<file path="src/rtl/picorv32_mem_misr_bridge.sv">
// picorv32_mem_misr_bridge
//
// Sits directly behind the picorv32 native memory port. Requests go to one
// of three places:
//   * a single-port synchronous RAM (word address = mem_addr[ADDR_W+1:2]),
//   * a two-word MMIO window at 0x4000_0000 holding the MISR control
//     register (0x0) and the current signature (0x4),
//   * anything else: an immediate error response that sets a sticky bus_err.
// Every completed RAM write made while the MISR is enabled is compacted into
// a 32-bit signature.
//
// Ports
//   clk, resetn          clock; synchronous active-low reset
//   mem_valid/instr/addr/wdata/wstrb   core request (wstrb == 0 is a read)
//   mem_ready, mem_rdata one-cycle response strobe and its read data
//   ram_en/we/addr/wdata RAM request, asserted for one cycle per access
//   ram_rdata            RAM read data, valid the cycle after ram_en
//   misr_en, misr_sig    MISR enable bit and current signature
//   bus_err              sticky out-of-range access flag
//
// Optional build macro MEM_FAULT_INJECT_EN adds inj_enable, inj_period and
// inj_count, and flips one pseudo-random bit of a RAM read response every
// inj_period cycles while enabled. Without the macro read data passes
// through unchanged.
//
// Parameters
//   ADDR_W    RAM word-address width (RAM spans 4*2^ADDR_W bytes)
//   LATENCY   ACCESS wait cycles before the response, 1..15
//   MISR_POLY MISR feedback polynomial
module picorv32_mem_misr_bridge #(
  parameter int unsigned ADDR_W    = 10,
  parameter int unsigned LATENCY   = 1,
  parameter logic [31:0] MISR_POLY = 32'h04C11DB7
) (
  input  logic              clk,
  input  logic              resetn,
  input  logic              mem_valid,
  input  logic              mem_instr,
  output logic              mem_ready,
  input  logic [31:0]       mem_addr,
  input  logic [31:0]       mem_wdata,
  input  logic [3:0]        mem_wstrb,
  output logic [31:0]       mem_rdata,
  output logic              ram_en,
  output logic [3:0]        ram_we,
  output logic [ADDR_W-1:0] ram_addr,
  output logic [31:0]       ram_wdata,
  input  logic [31:0]       ram_rdata,
  output logic              misr_en,
  output logic [31:0]       misr_sig,
  output logic              bus_err
`ifdef MEM_FAULT_INJECT_EN
  ,
  input  logic              inj_enable,
  input  logic [15:0]       inj_period,
  output logic [7:0]        inj_count
`endif
);

  typedef enum logic [1:0] {
    IDLE   = 2'd0,
    ACCESS = 2'd1,
    RESP   = 2'd2
  } state_t;

  localparam logic [3:0]  LAT_INIT  = 4'(LATENCY);
  // 0x4000_0000 >> 3: the window covers exactly two 32-bit words.
  localparam logic [28:0] MMIO_BASE = 29'h0800_0000;

  state_t            state_q, state_d;
  logic [3:0]        cnt_q, cnt_d;
  logic [31:0]       addr_q, addr_d;
  logic [31:0]       wdata_q, wdata_d;
  logic [3:0]        wstrb_q, wstrb_d;
  logic              ram_rd_q, ram_rd_d;
  logic              ram_wr_q, ram_wr_d;
  logic [31:0]       rdata_q, rdata_d;
  logic              mem_ready_q, mem_ready_d;
  logic              ram_en_q, ram_en_d;
  logic [3:0]        ram_we_q, ram_we_d;
  logic [ADDR_W-1:0] ram_addr_q, ram_addr_d;
  logic [31:0]       ram_wdata_q, ram_wdata_d;
  logic              misr_en_q, misr_en_d;
  logic [31:0]       misr_sig_q, misr_sig_d;
  logic              bus_err_q, bus_err_d;

  logic              in_ram;
  logic              in_mmio;
  logic              is_write;
  logic [31:0]       strb_mask;
  logic [31:0]       misr_step;
  logic [31:0]       flip_mask;

  assign in_ram   = (mem_addr[31:ADDR_W+2] == '0);
  assign in_mmio  = (mem_addr[31:3] == MMIO_BASE);
  assign is_write = |mem_wstrb;

  // Byte-lane mask of the latched write strobes.
  for (genvar gi = 0; gi < 4; gi++) begin : g_mask
    assign strb_mask[gi*8 +: 8] = {8{wstrb_q[gi]}};
  end

  assign misr_step = {misr_sig_q[30:0], 1'b0}
                   ^ (misr_sig_q[31] ? MISR_POLY : 32'h0)
                   ^ ((wdata_q & strb_mask) ^ addr_q);

  // ---------------------------------------------------------------------
  // State register
  // ---------------------------------------------------------------------
  always_ff @(posedge clk) begin
    if (!resetn) begin
      state_q     <= IDLE;
      cnt_q       <= '0;
      addr_q      <= '0;
      wdata_q     <= '0;
      wstrb_q     <= '0;
      ram_rd_q    <= 1'b0;
      ram_wr_q    <= 1'b0;
      rdata_q     <= '0;
      mem_ready_q <= 1'b0;
      ram_en_q    <= 1'b0;
      ram_we_q    <= '0;
      ram_addr_q  <= '0;
      ram_wdata_q <= '0;
      misr_en_q   <= 1'b0;
      misr_sig_q  <= '0;
      bus_err_q   <= 1'b0;
    end else begin
      state_q     <= state_d;
      cnt_q       <= cnt_d;
      addr_q      <= addr_d;
      wdata_q     <= wdata_d;
      wstrb_q     <= wstrb_d;
      ram_rd_q    <= ram_rd_d;
      ram_wr_q    <= ram_wr_d;
      rdata_q     <= rdata_d;
      mem_ready_q <= mem_ready_d;
      ram_en_q    <= ram_en_d;
      ram_we_q    <= ram_we_d;
      ram_addr_q  <= ram_addr_d;
      ram_wdata_q <= ram_wdata_d;
      misr_en_q   <= misr_en_d;
      misr_sig_q  <= misr_sig_d;
      bus_err_q   <= bus_err_d;
    end
  end

  // ---------------------------------------------------------------------
  // Next-state logic
  // ---------------------------------------------------------------------
  always_comb begin
    state_d = state_q;
    unique case (state_q)
      IDLE: begin
        if (mem_valid) begin
          state_d = in_ram ? ACCESS : RESP;
        end
      end
      ACCESS: begin
        if (cnt_q == 4'd1) begin
          state_d = RESP;
        end
      end
      RESP: begin
        state_d = IDLE;
      end
      default: begin
        state_d = IDLE;
      end
    endcase
  end

  // ---------------------------------------------------------------------
  // Output / datapath logic
  // ---------------------------------------------------------------------
  always_comb begin
    cnt_d       = cnt_q;
    addr_d      = addr_q;
    wdata_d     = wdata_q;
    wstrb_d     = wstrb_q;
    ram_rd_d    = ram_rd_q;
    ram_wr_d    = ram_wr_q;
    rdata_d     = rdata_q;
    mem_ready_d = 1'b0;
    ram_en_d    = 1'b0;
    ram_we_d    = '0;
    ram_addr_d  = ram_addr_q;
    ram_wdata_d = ram_wdata_q;
    misr_en_d   = misr_en_q;
    misr_sig_d  = misr_sig_q;
    bus_err_d   = bus_err_q;

    unique case (state_q)
      IDLE: begin
        if (mem_valid) begin
          addr_d   = mem_addr;
          wdata_d  = mem_wdata;
          wstrb_d  = mem_wstrb;
          ram_rd_d = 1'b0;
          ram_wr_d = 1'b0;
          rdata_d  = '0;
          if (in_ram) begin
            ram_en_d    = 1'b1;
            ram_we_d    = mem_wstrb;
            ram_addr_d  = mem_addr[ADDR_W+1:2];
            ram_wdata_d = mem_wdata;
            cnt_d       = LAT_INIT;
            ram_rd_d    = ~is_write;
            // Fetches are reads; the instr term only guards against a
            // malformed fetch-with-strobes ever reaching the MISR.
            ram_wr_d    = is_write & ~mem_instr;
          end else if (in_mmio) begin
            mem_ready_d = 1'b1;
            if (is_write) begin
              // Only the control word is writable; bit1 is a self-clearing
              // "clear signature" command and is not stored.
              if (!mem_addr[2] && mem_wstrb[0]) begin
                misr_en_d = mem_wdata[0];
                if (mem_wdata[1]) begin
                  misr_sig_d = '0;
                end
              end
            end else begin
              rdata_d = mem_addr[2] ? misr_sig_q : {31'b0, misr_en_q};
            end
          end else begin
            mem_ready_d = 1'b1;
            bus_err_d   = 1'b1;
          end
        end
      end
      ACCESS: begin
        cnt_d = cnt_q - 4'd1;
        if (cnt_q == 4'd1) begin
          mem_ready_d = 1'b1;
        end
      end
      RESP: begin
        if (ram_wr_q && misr_en_q) begin
          misr_sig_d = misr_step;
        end
      end
      default: begin
      end
    endcase
  end

  // ---------------------------------------------------------------------
  // Optional read-data fault injection
  // ---------------------------------------------------------------------
`ifdef MEM_FAULT_INJECT_EN
  logic [31:0] rng_q, rng_d;
  logic [15:0] per_cnt_q, per_cnt_d;
  logic        pend_q, pend_d;
  logic [7:0]  inj_cnt_q, inj_cnt_d;
  logic [31:0] rng_s1;
  logic [31:0] rng_s2;
  logic        inj_tick;
  logic        inj_fire;

  always_ff @(posedge clk) begin
    if (!resetn) begin
      rng_q     <= 32'h12345678;
      per_cnt_q <= '0;
      pend_q    <= 1'b0;
      inj_cnt_q <= '0;
    end else begin
      rng_q     <= rng_d;
      per_cnt_q <= per_cnt_d;
      pend_q    <= pend_d;
      inj_cnt_q <= inj_cnt_d;
    end
  end

  always_comb begin
    rng_s1 = rng_q ^ (rng_q << 13);
    rng_s2 = rng_s1 ^ (rng_s1 >> 17);
    rng_d  = rng_s2 ^ (rng_s2 << 5);

    inj_tick  = 1'b0;
    per_cnt_d = per_cnt_q + 16'd1;
    if (!inj_enable || inj_period == 16'd0) begin
      per_cnt_d = '0;
    end else if (per_cnt_q >= inj_period - 16'd1) begin
      per_cnt_d = '0;
      inj_tick  = 1'b1;
    end

    // A tick arms the flip; the next RAM read response consumes it.
    inj_fire  = pend_q && (state_q == RESP) && ram_rd_q;
    pend_d    = (pend_q && !inj_fire) || inj_tick;
    inj_cnt_d = inj_cnt_q;
    if (inj_fire && inj_cnt_q != 8'hFF) begin
      inj_cnt_d = inj_cnt_q + 8'd1;
    end
    flip_mask = inj_fire ? (32'h1 << rng_q[4:0]) : 32'h0;
  end

  assign inj_count = inj_cnt_q;
`else
  assign flip_mask = 32'h0;
`endif

  // RAM read data arrives in the same cycle as the response strobe, so it
  // is forwarded from the RAM's own output register rather than re-timed.
  assign mem_rdata = (mem_ready_q && ram_rd_q) ? (ram_rdata ^ flip_mask) : rdata_q;
  assign mem_ready = mem_ready_q;
  assign ram_en    = ram_en_q;
  assign ram_we    = ram_we_q;
  assign ram_addr  = ram_addr_q;
  assign ram_wdata = ram_wdata_q;
  assign misr_en   = misr_en_q;
  assign misr_sig  = misr_sig_q;
  assign bus_err   = bus_err_q;

endmodule
</file>
<file path="config.mk">
export PLATFORM = sky130hd
export DESIGN_NAME = picorv32_mem_misr_bridge
export DESIGN_NICKNAME = d
export VERILOG_FILES = /design/src/rtl/picorv32_mem_misr_bridge.sv
export SDC_FILE = /design/constraint.sdc
export NUM_CORES = 1
export LEC_CHECK = 0
export CORE_UTILIZATION = 49
export DETAILED_ROUTE_END_ITERATION = 16
export GPL_ROUTABILITY_DRIVEN = 0
export GPL_TIMING_DRIVEN = 0
export PLACE_DENSITY = 0.9
export SETUP_SLACK_MARGIN = 0.4
export SLEW_MARGIN = 20
export SYNTH_ARGS = -nofsm -noshare
export SYNTH_HDL_FRONTEND = slang
export SYNTH_SLANG_ARGS = --single-unit
</file>
<file path="constraint.sdc">
create_clock -name clk -period 2.2 [get_ports clk]
set_input_delay 0.22 -clock clk [delete_from_list [all_inputs] [get_ports clk]]
set_output_delay 0.22 -clock clk [all_outputs]
set_load 0.05 [all_outputs]
</file>
==> results of run 1 <==
-- metal layers --
metal / vias up / wire (um) / share of wire
met1: 4359 / 12460 / 0.35
met3: 268 / 3810 / 0.11
met2: 773 / 16380 / 0.47
li1: 3827 / - / -
met4: 0 / 2557 / 0.073
met5: - / 0 / 0
-- worst min-delay path by stage --
stage	endpoint	start	depth (start not counted)	slack (ps)
2_1_floorplan	ram_addr[0]	mem_addr[2]	2	350
3_3_place_gp	ram_addr[5]	ram_addr[5]	2	440
3_5_place_dp	ram_addr[3]	ram_addr[3]	2	450
4_1_cts	addr_q[26]	mem_addr[26]	3	210
5_1_grt	addr_q[19]	mem_addr[19]	3	100
6_report	addr_q[20]	mem_addr[20]	3	90
-- critical path: stages --
cell	delay (ps)
clkdlybuf4s50_1	490
nor4_2	550
nand2_1	300
nor4_4	340
buf_6	230
clkbuf_16	170
a22oi_2	50
nor2b_1	160
-- power breakdown --
part | internal, mW | switching [mW] | leakage, nW
sequential | 3.51 | 0.0581 | 1.54
combinational | 0.354 | 0.458 | 4.05
clock | 1.87 | 1.35 | 0.287
-- cell usage after synthesis, types with 3 or more instances --
cell type,instances
a32o_1,4
o21ai_1,10
nor3b_1,4
nor4_1,5
buf_1,5
buf_4,3
and3_1,4
buf_6,4
nand2_1,281
a21boi_0,69
o21ai_0,37
nand2b_1,4
mux2i_1,33
nand3_1,46
xor2_1,19
dfxtp_1,190
nor2b_1,35
nor4_2,4
nor2_1,3
xnor2_1,58
mux2_2,33
buf_2,8
a22oi_1,31
clkbuf_1,56
-- flip-flops by register name, indices dropped and copies added (netlist names) --
name / cells
addr_q: 32
bus_err: 1
cnt_q: 4
mem_ready: 1
misr_en: 1
misr_sig: 32
ram_addr: 10
ram_en: 1
ram_rd_q: 1
ram_wdata: 32
ram_we: 4
ram_wr_q: 1
rdata_q: 32
state_q: 2
wdata_q: 32
wstrb_q: 4
-- metrics by stage --
step	hold slack (ps)	instances
6_report	92.51	1492
5_1_grt	100.5	1492
4_1_cts	214.2	1481
3_5_place_dp	445.5	1408
3_3_place_gp	435.4	1408
2_1_floorplan	350.4	972
-- logic make-up (layout without fill, tap and decap cells) --
kind of cell / Yosys count / count (layout) / share of synthesized area
DFF: 190 / 190 / 0.4504
AOI/OAI and AO/OA: 159 / 159 / 0.1287
and+or+nand+nor: 400 / 400 / 0.2142
adders and majority gates: 2 / 2 / 0.002962
buffers and inverters: 78 / 378 / 0.04074
xor gates and xnor gates: 77 / 77 / 0.07985
muxes: 66 / 66 / 0.08311
-- area by class of cell --
cell class                 instances  area (um2)  share of cell area
buffer                            76       600.6             0.04517
sequential                       190        3814              0.2868
inverter                           2       7.507           0.0005647
timing repair buffer             269        3095              0.2328
tap                              220       275.3             0.02070
clock buffer                      25       485.5             0.03651
multi-input combinational        704        4910              0.3693
clock inverter                     6       107.6            0.008093
-- repair_timing --
item / 4_1_cts / 5_1_grt
buffers inserted: 29 / 8
hold buffers: 0 / 0
gates cloned: 13 / 3
setup endpoints to repair: 286 / 223
resized for setup: 463 / 192
pin swaps: 12 / 11
==> summary.txt, run 1 <==
grt peak-use layer: met2
reg-to-reg critical path endpoint: rdata_q[14]
setup_tns: 0 ps
die height: 133.3 um
Cell Pwr Density: 571.7 nW/um2
initial DRC count: 1068
static leakage: 5.879 nW
Synth Instances: 972
Die Area: 17760 um2
post-synth top area share: 0.4504
Synth area leader: dfxtp_1
worst reg-to-reg path cell count: 9
Clock transition at path regs: 70 ps
vias per inst: 6.184
sequential-to-total area share from yosys stat: 0.4504
Max clock buf depth: 2
gr usage total: 0.3395
Post-DP Area: 10880 um2
reg2reg start: state_q[0]
Setup crit start: mem_wstrb[0]
Initial Util: 0.5057
Tcrit/Tclk final: 0.9710
gr ovfl total: 0
largest cells by area after synthesis: dfxtp_1 (45%), nand2_1 (12%), a21boi_0 (6.1%)
antenna violations before repair: 0
flops & latches, synth: 190
Slew HR: 0.4549
Setup crit end: rdata_q[14]
TritonCTS clock tree: done
commonest cells after routing, fill and taps aside: nand2_1 (280), dfxtp_1 (186), clkdlybuf4s50_1 (81)
RSZ-0062 raised after global routing: true
post-DP HPWL: 19190 um
most common cell after layout, fill and taps aside: nand2_1
fin. max-slew vios: 0
worst skew pair latency: 450 ps
worst-path maximum fanout: 7
worst slew pin tran: 817.7 ps
number of I/O pins: 218
Synth Net Count: 1078
Num CTS Buffers: 17
DR WL/cell: 23.60 um
GR Util met3: 0.09741
H-tree levels: 4
first drt pass iteration count: 8
number of global-route vias before repair: 8640
design area: 13300 um2
critical path class: input pin to register
final wirelength: 35210 um
first-pass GRT wire length: 46640 um
final setup violation count: 0
die span in x: 133.3 um
drc violations: 0
Worst setup SP type: input pin
Critical Path Sink Type: register
final hold vios: 0
Finished Core Util: 0.7961
area delta synth->final: 57.42%
worst vdd ir: 0.0005783 V
fmax: 468.1 MHz
Post-Place Worst Slack: -591.4 ps
GR Util met1: 0.3806
Row Count: 47
prevailing post-synth register cell: dfxtp_1
R2R Setup Slk: 120 ps
diode count: 0
Final min period: 2136 ps
Fillers: 893
Worst Skew: 8.750 ps
Crit path arrival time: 2510 ps
status: finished, final reports clean
CP Data Required Time: 2580 ps
Vias: 9227
Post-synth EDFFs: 0
Synth cell types: 43
largest net degree at the start of global routing: 17
number of max-cap violations: 0
PortBufs: 216
antenna-violating nets left: 0
ys async rst share: 0
synth warn: 0
Nets: 1366
mean area per synthesized cell: 8.689 um2
Num Clock Sinks: 190
Synth Cell Area: 8446 um2
total chip power: 7.601 mW
Clk Tree Root Cell: clkbuf_16
setup ws final: 63.89 ps
share of layout cells above drive strength 1: 0.2264
core box area: 16700 um2
met2 Usage GRT: 0.5680
Hold Crit Class: input pin to register
Note: power is estimated with default switching activity, not from simulation.
==> run 2, diff against run 1 <==
- CTS_CLUSTER_DIAMETER: unset -> 60
- clock period: 2.2 -> 2.15 ns (I/O delays scaled with it)
==> summary.txt, run 2 (synthesis gave the netlist of run 1 again) <==
gr usage total: 0.3531
commonest cells after routing, fill and taps aside: nand2_1 (277), dfxtp_1 (187), clkdlybuf4s50_1 (89)
initial DRC count: 1126
Critical Path Sink Type: register
Finished Core Util: 0.8063
Cell Pwr Density: 559.8 nW/um2
share of layout cells above drive strength 1: 0.2471
first drt pass iteration count: 6
worst-path maximum fanout: 6
area delta synth->final: 59.44%
CP Data Required Time: 2510 ps
switching portion of total power: 0.2611
Hold Crit Class: input pin to register
Worst setup SP type: input pin
hold path startpoint: mem_addr[20]
status: finished, final reports clean
Slew HR: 0.4131
Crit path arrival time: 2470 ps
first-pass GRT wire length: 48380 um
reg2reg start: state_q[0]
final hold vios: 0
total chip power: 7.538 mW
Setup crit start: mem_addr[11]
gr ovfl total: 0
Row Count: 47
diode count: 0
Int Power: 5.569 mW
number of global-route vias before repair: 8752
PortBufs: 216
drc violations: 0
fin. max-slew vios: 0
RSZ-0062 raised after global routing: true
Fillers: 860
post-DP HPWL: 19150 um
Final min period: 2111 ps
largest net degree at the start of global routing: 17
worst vdd ir: 0.0007315 V
Clock transition at path regs: 70 ps
Tcrit/Tclk final: 0.9819
most common cell after layout, fill and taps aside: nand2_1
fmax: 473.7 MHz
power share of the combinational group: 0.113
Die Area: 17760 um2
Clk pwr share: 0.403
worst hold path endpoint: addr_q[20]
H-tree levels: 4
die height: 133.3 um
Initial Util: 0.5057
Worst Skew: 12.76 ps
P_sw: 1.968 mW
final setup violation count: 0
Num Clock Sinks: 190
worst skew pair latency: 450 ps
TritonCTS clock tree: done
final wirelength: 34660 um
static leakage: 5.681 nW
DR WL/cell: 23.12 um
critical path class: input pin to register
antenna violations before repair: 0
worst hold path depth: 3
Flop pwr share: 0.484
number of I/O pins: 218
vias per inst: 6.069
Num CTS Buffers: 17
R2R Setup Slk: 40 ps
antenna-violating nets left: 0
Vias: 9098
core box area: 16700 um2
Clk Tree Root Cell: clkbuf_16
die span in x: 133.3 um
hold buffer count at CTS: 0
Nets: 1372
reg-to-reg critical path endpoint: misr_sig[20]
worst slew pin tran: 880.4 ps
number of max-cap violations: 0
Max clock buf depth: 2
worst reg-to-reg path cell count: 9
## run 2: cell types whose count changed in the layout (fill, tap and decap cells not counted), sizes merged
cell | previous run | this run
dlymetal6s2s | 31 | 8
clkinvlp | 1 | 3
bufinv | 3 | 0
clkdlybuf4s15 | 0 | 1
clkdlybuf4s50 | 81 | 89
dlygate4sd2 | 72 | 86
buf | 110 | 125
clkbuf | 76 | 65
clkinv | 2 | 5
inv | 2 | 3
## run 2: how the worst max path moves through the flow
stage / depth (start not counted) / slack, ps / to
5_1_grt: 8 / -60 / misr_sig[20]
3_5_place_dp: 7 / -660 / rdata_q[11]
6_report: 8 / 40 / misr_sig[20]
4_1_cts: 12 / 210 / ram_addr[2]
3_3_place_gp: 7 / -600 / rdata_q[9]
2_1_floorplan: 9 / 410 / ram_wdata[29]
## run 2: area by class of cell
type,count,area [um2],area share
multi-input cells,704,5090,0.3780
flip-flops and latches,190,3812,0.2831
repair buffers,275,3098,0.2301
plain buffers,76,634.4,0.04711
clock buffers,23,488.0,0.03624
well taps,220,275.3,0.02044
clock inverters,9,60.06,0.004460
inverters,2,7.507,0.0005575
## run 2: power by group through the flow
| stage | Combinational (mW) | Sequential (mW) | Clock (mW) |
|---|---|---|---|
| floorplan | 0.325 | 3.72 | 0 |
| global placement | 0.652 | 3.72 | 0 |
| detailed placement | 0.667 | 3.72 | 0 |
| CTS | 0.730 | 3.64 | 2.96 |
| global route | 0.885 | 3.65 | 3.15 |
| finish | 0.851 | 3.65 | 3.04 |
## run 2: what timing repair did
item | in CTS | in global routing
endpoints found under the setup margin | 303 | 216
cloned | 15 | 0
pin swaps | 21 | 8
resized for setup | 540 | 189
setup buffers | 39 | 5
## run 2: critical path: stages
cell	delay (ps)
clkdlybuf4s50_1	630
nor4_4	430
nand4_1	250
nor4_4	290
a21oi_4	140
buf_12	180
buf_8	130
mux2i_1	200
## run 2: per-layer routing
layer	share of wire	global-route usage
met1	0.36	0.4040
met2	0.47	0.5955
met3	0.10	0.08333
met4	0.072	0.2184
met5	0	0
## run 2: per-stage QoR
step / std cells / instance area [um2] / setup WS, ps / setup TNS [ps] / hold WS [ps]
2_1_floorplan: 972 / 8453 / 405.2 / 0 / 345.4
3_3_place_gp: 1408 / 10890 / -602.2 / -63500 / 437.1
3_5_place_dp: 1408 / 10890 / -662.1 / -75450 / 443.3
4_1_cts: 1494 / 12840 / 211.8 / 0 / 240.2
5_1_grt: 1499 / 13470 / -55.84 / -55.84 / 134.6
6_report: 1499 / 13470 / 38.87 / 0 / 107.4
==> run 3, diff against run 2 <==
- CORE_UTILIZATION: 49 -> 53
- PLACE_DENSITY: 0.9 -> 0.95
- clock period: 2.15 -> 2.6 ns (I/O delays scaled with it)
==> summary.txt, run 3 (synthesis gave the netlist of run 1 again) <==
H-tree levels: 4
Worst path depth: 7
register area: 3804 um2
placed cells: 1399
switching portion of total power: 0.2314
reg2reg start: state_q[0]
worst vdd ir: 0.0005064 V
fmax: 455.6 MHz
fin cells: 1436
worst hold path endpoint: addr_q[0]
setup_tns: 0 ps
Worst Skew: 4.512 ps
Fillers: 959
static leakage: 4.409 nW
CP Data Required Time: 2960 ps
Max clock buf depth: 2
Crit path arrival time: 2550 ps
largest net degree at the start of global routing: 17
R2R Setup Slk: 470 ps
first drt pass iteration count: 5
area occupied by multi-input gates: 4375 um2
Final min period: 2195 ps
Clock transition at path regs: 70 ps
hold path startpoint: mem_addr[0]
number of max-cap violations: 0
diode count: 0
worst skew pair latency: 430 ps
area delta synth->final: 38.46%
most common cell after layout, fill and taps aside: nand2_1
number of I/O pins: 218
PortBufs: 216
power share of the combinational group: 0.092
Num CTS Buffers: 17
critical path class: input pin to register
slowest stage delay, CP: 530 ps
critical path's top delay family: buffers and inverters
Initial Util: 0.5495
Crit-path slowest cell: clkdlybuf4s50_1
Flop pwr share: 0.473
TritonCTS clock tree: done
commonest cells after routing, fill and taps aside: nand2_1 (280), dfxtp_1 (190), clkdlybuf4s50_1 (184)
die height: 128.2 um
hold buffer count at CTS: 0
post-DP HPWL: 19250 um
Hold Crit Class: input pin to register
DR WL/cell: 18.47 um
Row Count: 45
Clk Tree Root Cell: clkbuf_16
status: finished, final reports clean
final setup violation count: 0
Nets: 1318
Critical Path Sink Type: register
antenna violations before repair: 0
Num Clock Sinks: 190
drc violations: 0
Slew HR: 0.5267
fin. max-slew vios: 0
Clk pwr share: 0.434
worst slew pin tran: 709.9 ps
first-pass GRT wire length: 40510 um
final hold vios: 0
total chip power: 6.365 mW
number of global-route vias before repair: 7775
Post-Place Worst Slack: -226.5 ps
Int Power: 4.892 mW
P_sw: 1.473 mW
antenna-violating nets left: 0
final wirelength: 26520 um
gr ovfl total: 0
setup ws final: 405.3 ps
Tcrit/Tclk final: 0.8441
crit-path cells: clkdlybuf4s50_1 -> or3_1 -> clkbuf_1 -> nor4_4 -> a21oi_2 -> buf_6 -> mux2i_1
reg-to-reg critical path endpoint: ram_addr[4]
die span in x: 128.2 um
Worst setup SP type: input pin
vias per inst: 5.637
gr usage total: 0.3202
Cell Pwr Density: 544.3 nW/um2
Die Area: 16440 um2
worst hold path depth: 3
Vias: 8095
RSZ-0062 raised after global routing: true
share of layout cells above drive strength 1: 0.1176
worst-path maximum fanout: 10
worst reg-to-reg path cell count: 10
initial DRC count: 694
buffers plus inverters on the worst setup path: 3
core box area: 15370 um2
[run 3: cell types whose count changed in the layout (fill, tap and decap cells not counted), sizes merged]
cell,before,now
clkdlybuf4s15,1,29
dlymetal6s2s,8,0
buf,125,25
clkbuf,65,80
dlygate4sd2,86,2
clkdlybuf4s50,89,184
bufinv,0,3
clkinv,5,4
clkinvlp,3,1
[run 3: worst max path at each step]
stage	from	end	slack, ps
after CTS	mem_ready	mem_rdata[10]	360
after global placement	mem_addr[11]	rdata_q[3]	-190
after floorplan	misr_sig[31]	misr_sig[10]	790
after detailed placement	mem_addr[22]	rdata_q[15]	-230
after global routing	mem_addr[26]	misr_sig[15]	390
final	mem_addr[26]	misr_sig[19]	410
[run 3: what timing repair did]
action / 4_1_cts / 5_1_grt
pin swaps: 2 / 1
gates resized for setup: 105 / 32
endpoints found under the setup margin: 166 / 176
setup buffers: 1 / 4
[run 3: power by group through the flow]
stage | sequential (mW) | combinational, mW | clock [mW]
6_report | 3.01 | 0.586 | 2.77
5_1_grt | 3.02 | 0.623 | 2.88
4_1_cts | 3.01 | 0.563 | 2.76
3_5_place_dp | 3.08 | 0.551 | 0
3_3_place_gp | 3.07 | 0.537 | 0
2_1_floorplan | 3.07 | 0.267 | 0
[run 3: final cells by class]
class                   instances  area share
well taps                     211     0.02258
inverters                       2   0.0006420
flip-flops and latches        190      0.3253
multi-input cells             704      0.3742
repair buffers                221      0.1909
plain buffers                  76     0.03274
clock inverters                 9     0.01113
clock buffers                  23     0.04259
[run 3: routing by layer]
metal | part of all wire | vias up | global-route usage
li1 | - | 3731 | -
met1 | 0.40 | 3816 | 0.3822
met2 | 0.48 | 446 | 0.5421
met3 | 0.088 | 102 | 0.06803
met4 | 0.039 | 0 | 0.1647
met5 | 0 | - | 0
[run 3: worst min-delay path, delay by kind of cell]
kind / cells / cell delay [ps]
buffers and inverters: 1 / 400
AO/OA/AOI/OAI: 1 / 60
AND/OR/NAND/NOR: 1 / 60
[run 3: through the flow]
stage | area (um2) | hold slack (ps) | util
floorplan | 8446 | 390.4 | -
global placement | 10870 | 435.6 | 0.7073
detailed placement | 10870 | 442.1 | 0.7073
CTS | 11600 | 387.8 | 0.7546
global route | 11690 | 412.3 | 0.7608
finish | 11690 | 393.4 | 0.7608
